==> config.mk <==
export PLATFORM = sky130hd
export DESIGN_NAME = uart_tx_byte_sched
export DESIGN_NICKNAME = d
export VERILOG_FILES = /design/src/rtl/uart_tx_byte_sched.sv
export SDC_FILE = /design/constraint.sdc
export NUM_CORES = 1
export LEC_CHECK = 0
export BUFFER_PORTS_ARGS = -buffer_cell sky130_fd_sc_hd__buf_2
export CORE_MARGIN = 1
export CORE_UTILIZATION = 35
export DETAILED_ROUTE_END_ITERATION = 10
export PLACE_DENSITY = 0.58
export SLEW_MARGIN = 25
export SYNTH_ARGS = -nofsm -noshare
export SYNTH_HDL_FRONTEND = slang
export SYNTH_SLANG_ARGS = --single-unit
export TNS_END_PERCENT = 20
==> constraint.sdc <==
create_clock -name clk -period 1.3 [get_ports clk]
set_input_delay 0.13 -clock clk [delete_from_list [all_inputs] [get_ports clk]]
set_output_delay 0.13 -clock clk [all_outputs]
set_load 0.03 [all_outputs]
==> src/rtl/uart_tx_byte_sched.sv <==
// Per-byte round-robin scheduler: RAM frame bursts and echo bytes into the UART TX FIFO.
// Latency: frame byte 4 cycles (IDLE, RD, LAT, PUSH_F); echo byte 2 cycles (IDLE, PUSH_E).
// Backpressure: fifo_wrfull stalls PUSH_F/PUSH_E; echo_ready is asserted only when a write occurs.
module uart_tx_byte_sched #(
    parameter int ADDR_W = 8,
    parameter int DATA_W = 8,
    parameter int LEN_W  = 9
) (
    input  logic              clk,
    input  logic              rst,
    input  logic              start,
    input  logic [ADDR_W-1:0] base_addr,
    input  logic [LEN_W-1:0]  length,
    output logic              busy,
    output logic              done,
    output logic [ADDR_W-1:0] ram_addr,
    output logic              ram_rden,
    input  logic [DATA_W-1:0] ram_q,
    input  logic              echo_valid,
    input  logic [DATA_W-1:0] echo_data,
    output logic              echo_ready,
    input  logic              fifo_wrfull,
    output logic              fifo_wrreq,
    output logic [DATA_W-1:0] fifo_data
);

    typedef enum logic [2:0] {
        IDLE   = 3'd0,
        RD     = 3'd1,
        LAT    = 3'd2,
        PUSH_F = 3'd3,
        PUSH_E = 3'd4
    } state_t;

    state_t              state_q;
    state_t              state_d;
    logic [ADDR_W-1:0]   cur_addr;
    logic [LEN_W-1:0]    remaining;
    logic [DATA_W-1:0]   hold;
    logic                last_grant;   // 1 = echo served last, 0 = frame served last
    logic                grant_f;
    logic                grant_e;
    logic                start_acc;
    logic                frame_pend;
    logic                frame_wr;

    // A start is only honoured between bursts; a busy start has no effect at all.
    assign start_acc  = start && !busy;
    assign frame_pend = busy && (remaining != '0);
    assign frame_wr   = (state_q == PUSH_F) && !fifo_wrfull;

    // State register.
    always_ff @(posedge clk or posedge rst) begin
        if (rst) begin
            state_q <= IDLE;
        end else begin
            state_q <= state_d;
        end
    end

    // Next-state, arbitration and all combinational outputs.
    always_comb begin
        state_d    = state_q;
        grant_f    = 1'b0;
        grant_e    = 1'b0;
        ram_rden   = 1'b0;
        ram_addr   = '0;
        fifo_wrreq = 1'b0;
        fifo_data  = '0;
        echo_ready = 1'b0;
        case (state_q)
            IDLE: begin
                // On a tie the source that did not win last time gets the byte slot.
                if (frame_pend && echo_valid) begin
                    if (last_grant) grant_f = 1'b1;
                    else            grant_e = 1'b1;
                end else if (frame_pend) begin
                    grant_f = 1'b1;
                end else if (echo_valid) begin
                    grant_e = 1'b1;
                end
                if (grant_f)      state_d = RD;
                else if (grant_e) state_d = PUSH_E;
            end
            RD: begin
                ram_rden = 1'b1;
                ram_addr = cur_addr;
                state_d  = LAT;
            end
            LAT: begin
                state_d = PUSH_F;
            end
            PUSH_F: begin
                fifo_data  = hold;
                fifo_wrreq = !fifo_wrfull;
                if (!fifo_wrfull) state_d = IDLE;
            end
            PUSH_E: begin
                fifo_data = echo_data;
                // A source that withdraws its byte loses the slot without a write.
                if (!echo_valid) begin
                    state_d = IDLE;
                end else begin
                    fifo_wrreq = !fifo_wrfull;
                    echo_ready = !fifo_wrfull;
                    if (!fifo_wrfull) state_d = IDLE;
                end
            end
            default: begin
                state_d = IDLE;
            end
        endcase
    end

    // Burst bookkeeping: address/count load on start, advance on each frame write.
    always_ff @(posedge clk or posedge rst) begin
        if (rst) begin
            cur_addr  <= '0;
            remaining <= '0;
            busy      <= 1'b0;
            done      <= 1'b0;
        end else begin
            done <= 1'b0;
            if (start_acc) begin
                cur_addr  <= base_addr;
                remaining <= length;
                busy      <= (length != '0);
                done      <= (length == '0);
            end else if (frame_wr) begin
                cur_addr  <= cur_addr + ADDR_W'(1);
                remaining <= remaining - LEN_W'(1);
                if (remaining == LEN_W'(1)) begin
                    busy <= 1'b0;
                    done <= 1'b1;
                end
            end
        end
    end

    // Capture RAM data one cycle after the read; it stays put while the FIFO is full.
    always_ff @(posedge clk or posedge rst) begin
        if (rst) begin
            hold <= '0;
        end else if (state_q == LAT) begin
            hold <= ram_q;
        end
    end

    // Remember which source won the last byte slot for the round-robin tie break.
    always_ff @(posedge clk or posedge rst) begin
        if (rst) begin
            last_grant <= 1'b1;
        end else if (grant_f) begin
            last_grant <= 1'b0;
        end else if (grant_e) begin
            last_grant <= 1'b1;
        end
    end

endmodule

==> out/metrics.cfg <==
[status]
status=complete, but fails checks
violations=negative setup slack

[logic_synthesis]
syn-cell-area_sq_mm=0.00176
synthCells=174
async_flop_share=1.00
yosysUniqueCellTypes=39
syn_nets=216
yosysSeqAreaShare=0.442
synth_edf_count=0
postSynthAreaPerCell_sq_um=10.1
synth_seq_cells=31
yosysWarnings=0
ys.flop_type=dfrtp_1

[drt]
wl_per_cell_um=12.0
postRouteWirelength_um=3920
antenna_left=0
drt_iter0_drc=90
avgViaCountPerCell=4.71
vias=1539
drt_pass1_iterations=6
drc_errors=0

[final_layout]
layout_common_cells=39 x buf_2, 28 x dfrtp_1, 23 x buf_6
synthToLayoutAreaGrowth_pct=47.4
fin_cells=327
nNetsFinal=301
final_common_cell=buf_2
diodes=0
drive_gt1_frac=0.465
fillers=447

[critical_path]
reg2reg_to=hold[2]
critPathCaptureType=output pin
crit_fanout=8
critical-path-slowest-cell=dfrtp_2
critPathMostFrequentCell=buf_6
critPathArrivalTime_ps=1510
cp.depth=6
worstPathRequired_ps=1170
r2r_slack_ps=-210
slowest_delay_ps=450
cp-endpoint=fifo_data[1]
critical_path.startpoint=state_q[1]
path_cells=buf_6 > nand2_1 > nor2_1 > buf_4 > a22o_1 > buf_6
cp-start-kind=flip-flop
crit_buf_inv=3
path_class=reg2out
critical-path-top-delay-family=flip-flops
timing.rr.start=state_q[0]
ff2ff_path_depth=5

[sta]
finalCriticalPeriod_ps=1640
hold_violations=0
final_max_slew_viol_count=0
worstMarginPinSlew_ps=393
setup_viol=44
fmax_ghz=0.610
rsz0062_at_grt=yes
fin_skew_ps=6.37
worst_slack_ps=-339
max_slew_margin=0.738
period_share=1.26

[cts]
path_clk_slew_ps=70
clk_path_buf_depth=2
clock-sinks=31
root_buffer=clkbuf_8
cts_tree=done
cts_max_level=2
clk-insertion-delay-late_ps=280
cts_buffers=5

[die]
num_rows=25
start_util=0.368
core_area_sq_mm=0.00479
ios=59
die-height_um=72.9
dieArea_sq_mm=0.00531
die_width_um=72.9

[pwr]
power_uw=6060
p_per_area_mw_per_mm2=2340
p_leak_uw=0.00118
vdd_drop_max_uv=1060

[placed_design]
hpwlAfterDp_um=2800
gp_congestion=0.766
io_buffers=58
dp_cells=316

[min_path]
holdCritPathClass=in2reg

[global_route]
grt_usage=0.162
grt_max_degree=32
grt_antenna_before_repair=0
overflow=0
grt_pass1_wl_um=6420
grt_pass1_vias=1462

[flow_run]
drv_cap=0

metal layers:
| layer | global-route usage | share of wire | routed length (um) | vias to the layer above |
|---|---|---|---|---|
| li1 | - | - | - | 781 |
| met1 | 0.195 | 0.45 | 1770 | 708 |
| met2 | 0.278 | 0.50 | 1950 | 43 |
| met3 | 0.0331 | 0.034 | 134 | 7 |
| met4 | 0.0719 | 0.016 | 63 | 0 |
| met5 | 0 | 0 | 0 | - |
layout make-up:
| cell class | count | area, sq um | share of cell area |
|---|---|---|---|
| clock buffers | 8 | 100 | 0.0386 |
| inverters | 4 | 15.0 | 0.00579 |
| multi-input cells | 132 | 973 | 0.375 |
| flip-flops and latches | 31 | 779 | 0.301 |
| well taps | 67 | 83.8 | 0.0323 |
| repair buffers | 85 | 642 | 0.247 |
worst min-delay path, delay by kind of cell:
| family | cells | cell delay, ps |
|---|---|---|
| buffers and inverters | 1 | 70 |
| AO/OA/AOI/OAI | 1 | 50 |
| AND/OR/NAND/NOR | 1 | 30 |
sequential cells by signal, summed over array words and instances (netlist names):
signal      count
cur_addr        8
state_q         3
busy            1
remaining       9
last_grant      1
done            1
hold            8
where the power goes:
group,switching (uW),total [uW],internal (uW)
Clock,349,832,483
Sequential,402,1840,1440
Combinational,1570,3390,1810
Yosys cell counts, drive strengths merged (4+ instances only):
master	instances	area share
dfrtp	30	0.43
nand2	20	0.043
o21ai	17	0.048
xor2	13	0.065
nor2	10	0.021
a22o	9	0.045
and2	9	0.033
mux2	8	0.051
nand3	8	0.023
nand4	5	0.018
buf	4	0.023
ha	4	0.028
inv	4	0.0085
cells by family (layout without fill, tap and decap cells):
family,count (synthesis),after routing,share of synthesized area
AND/OR/NAND/NOR,72,72,0.235
AO/OA/AOI/OAI,31,31,0.113
flip-flops,31,31,0.442
XOR/XNOR,15,15,0.0747
buffers and inverters,11,97,0.0448
multiplexers,10,10,0.0626
adder cells (fa/ha/maj),4,4,0.0285
worst min-delay path by stage:
stage                             from           to  slack, ps  depth (start not counted)
after floorplan                    rst         busy        230                          1
after global placement             rst      hold[4]        240                          3
after detailed placement           rst      hold[6]        240                          3
after CTS                 base_addr[1]  cur_addr[1]         40                          3
after global routing      base_addr[2]  cur_addr[2]         50                          3
final                     base_addr[2]  cur_addr[2]         50                          3
repair_timing:
item,CTS,global route
pin swaps,8,9
endpoints found under the hold margin,30,0
buffers inserted,2,0
gates cloned,0,0
hold buffers,1,0
setup endpoints to repair,47,49
resized for setup,51,9
through the flow:
stage / instance area, sq um / util / setup TNS [ps] / setup slack (ps) / hold slack, ps
global placement: 2300 / 0.480 / -2660 / -112 / 236
CTS: 2580 / 0.539 / -8380 / -344 / 39.8
floorplan: 1790 / - / -2110 / -92.7 / 233
global route: 2590 / 0.542 / -11020 / -417 / 48.0
finish: 2590 / 0.542 / -7700 / -339 / 46.9
detailed placement: 2300 / 0.480 / -2770 / -117 / 239
No activity file was read; power rests on OpenSTA's default activity.
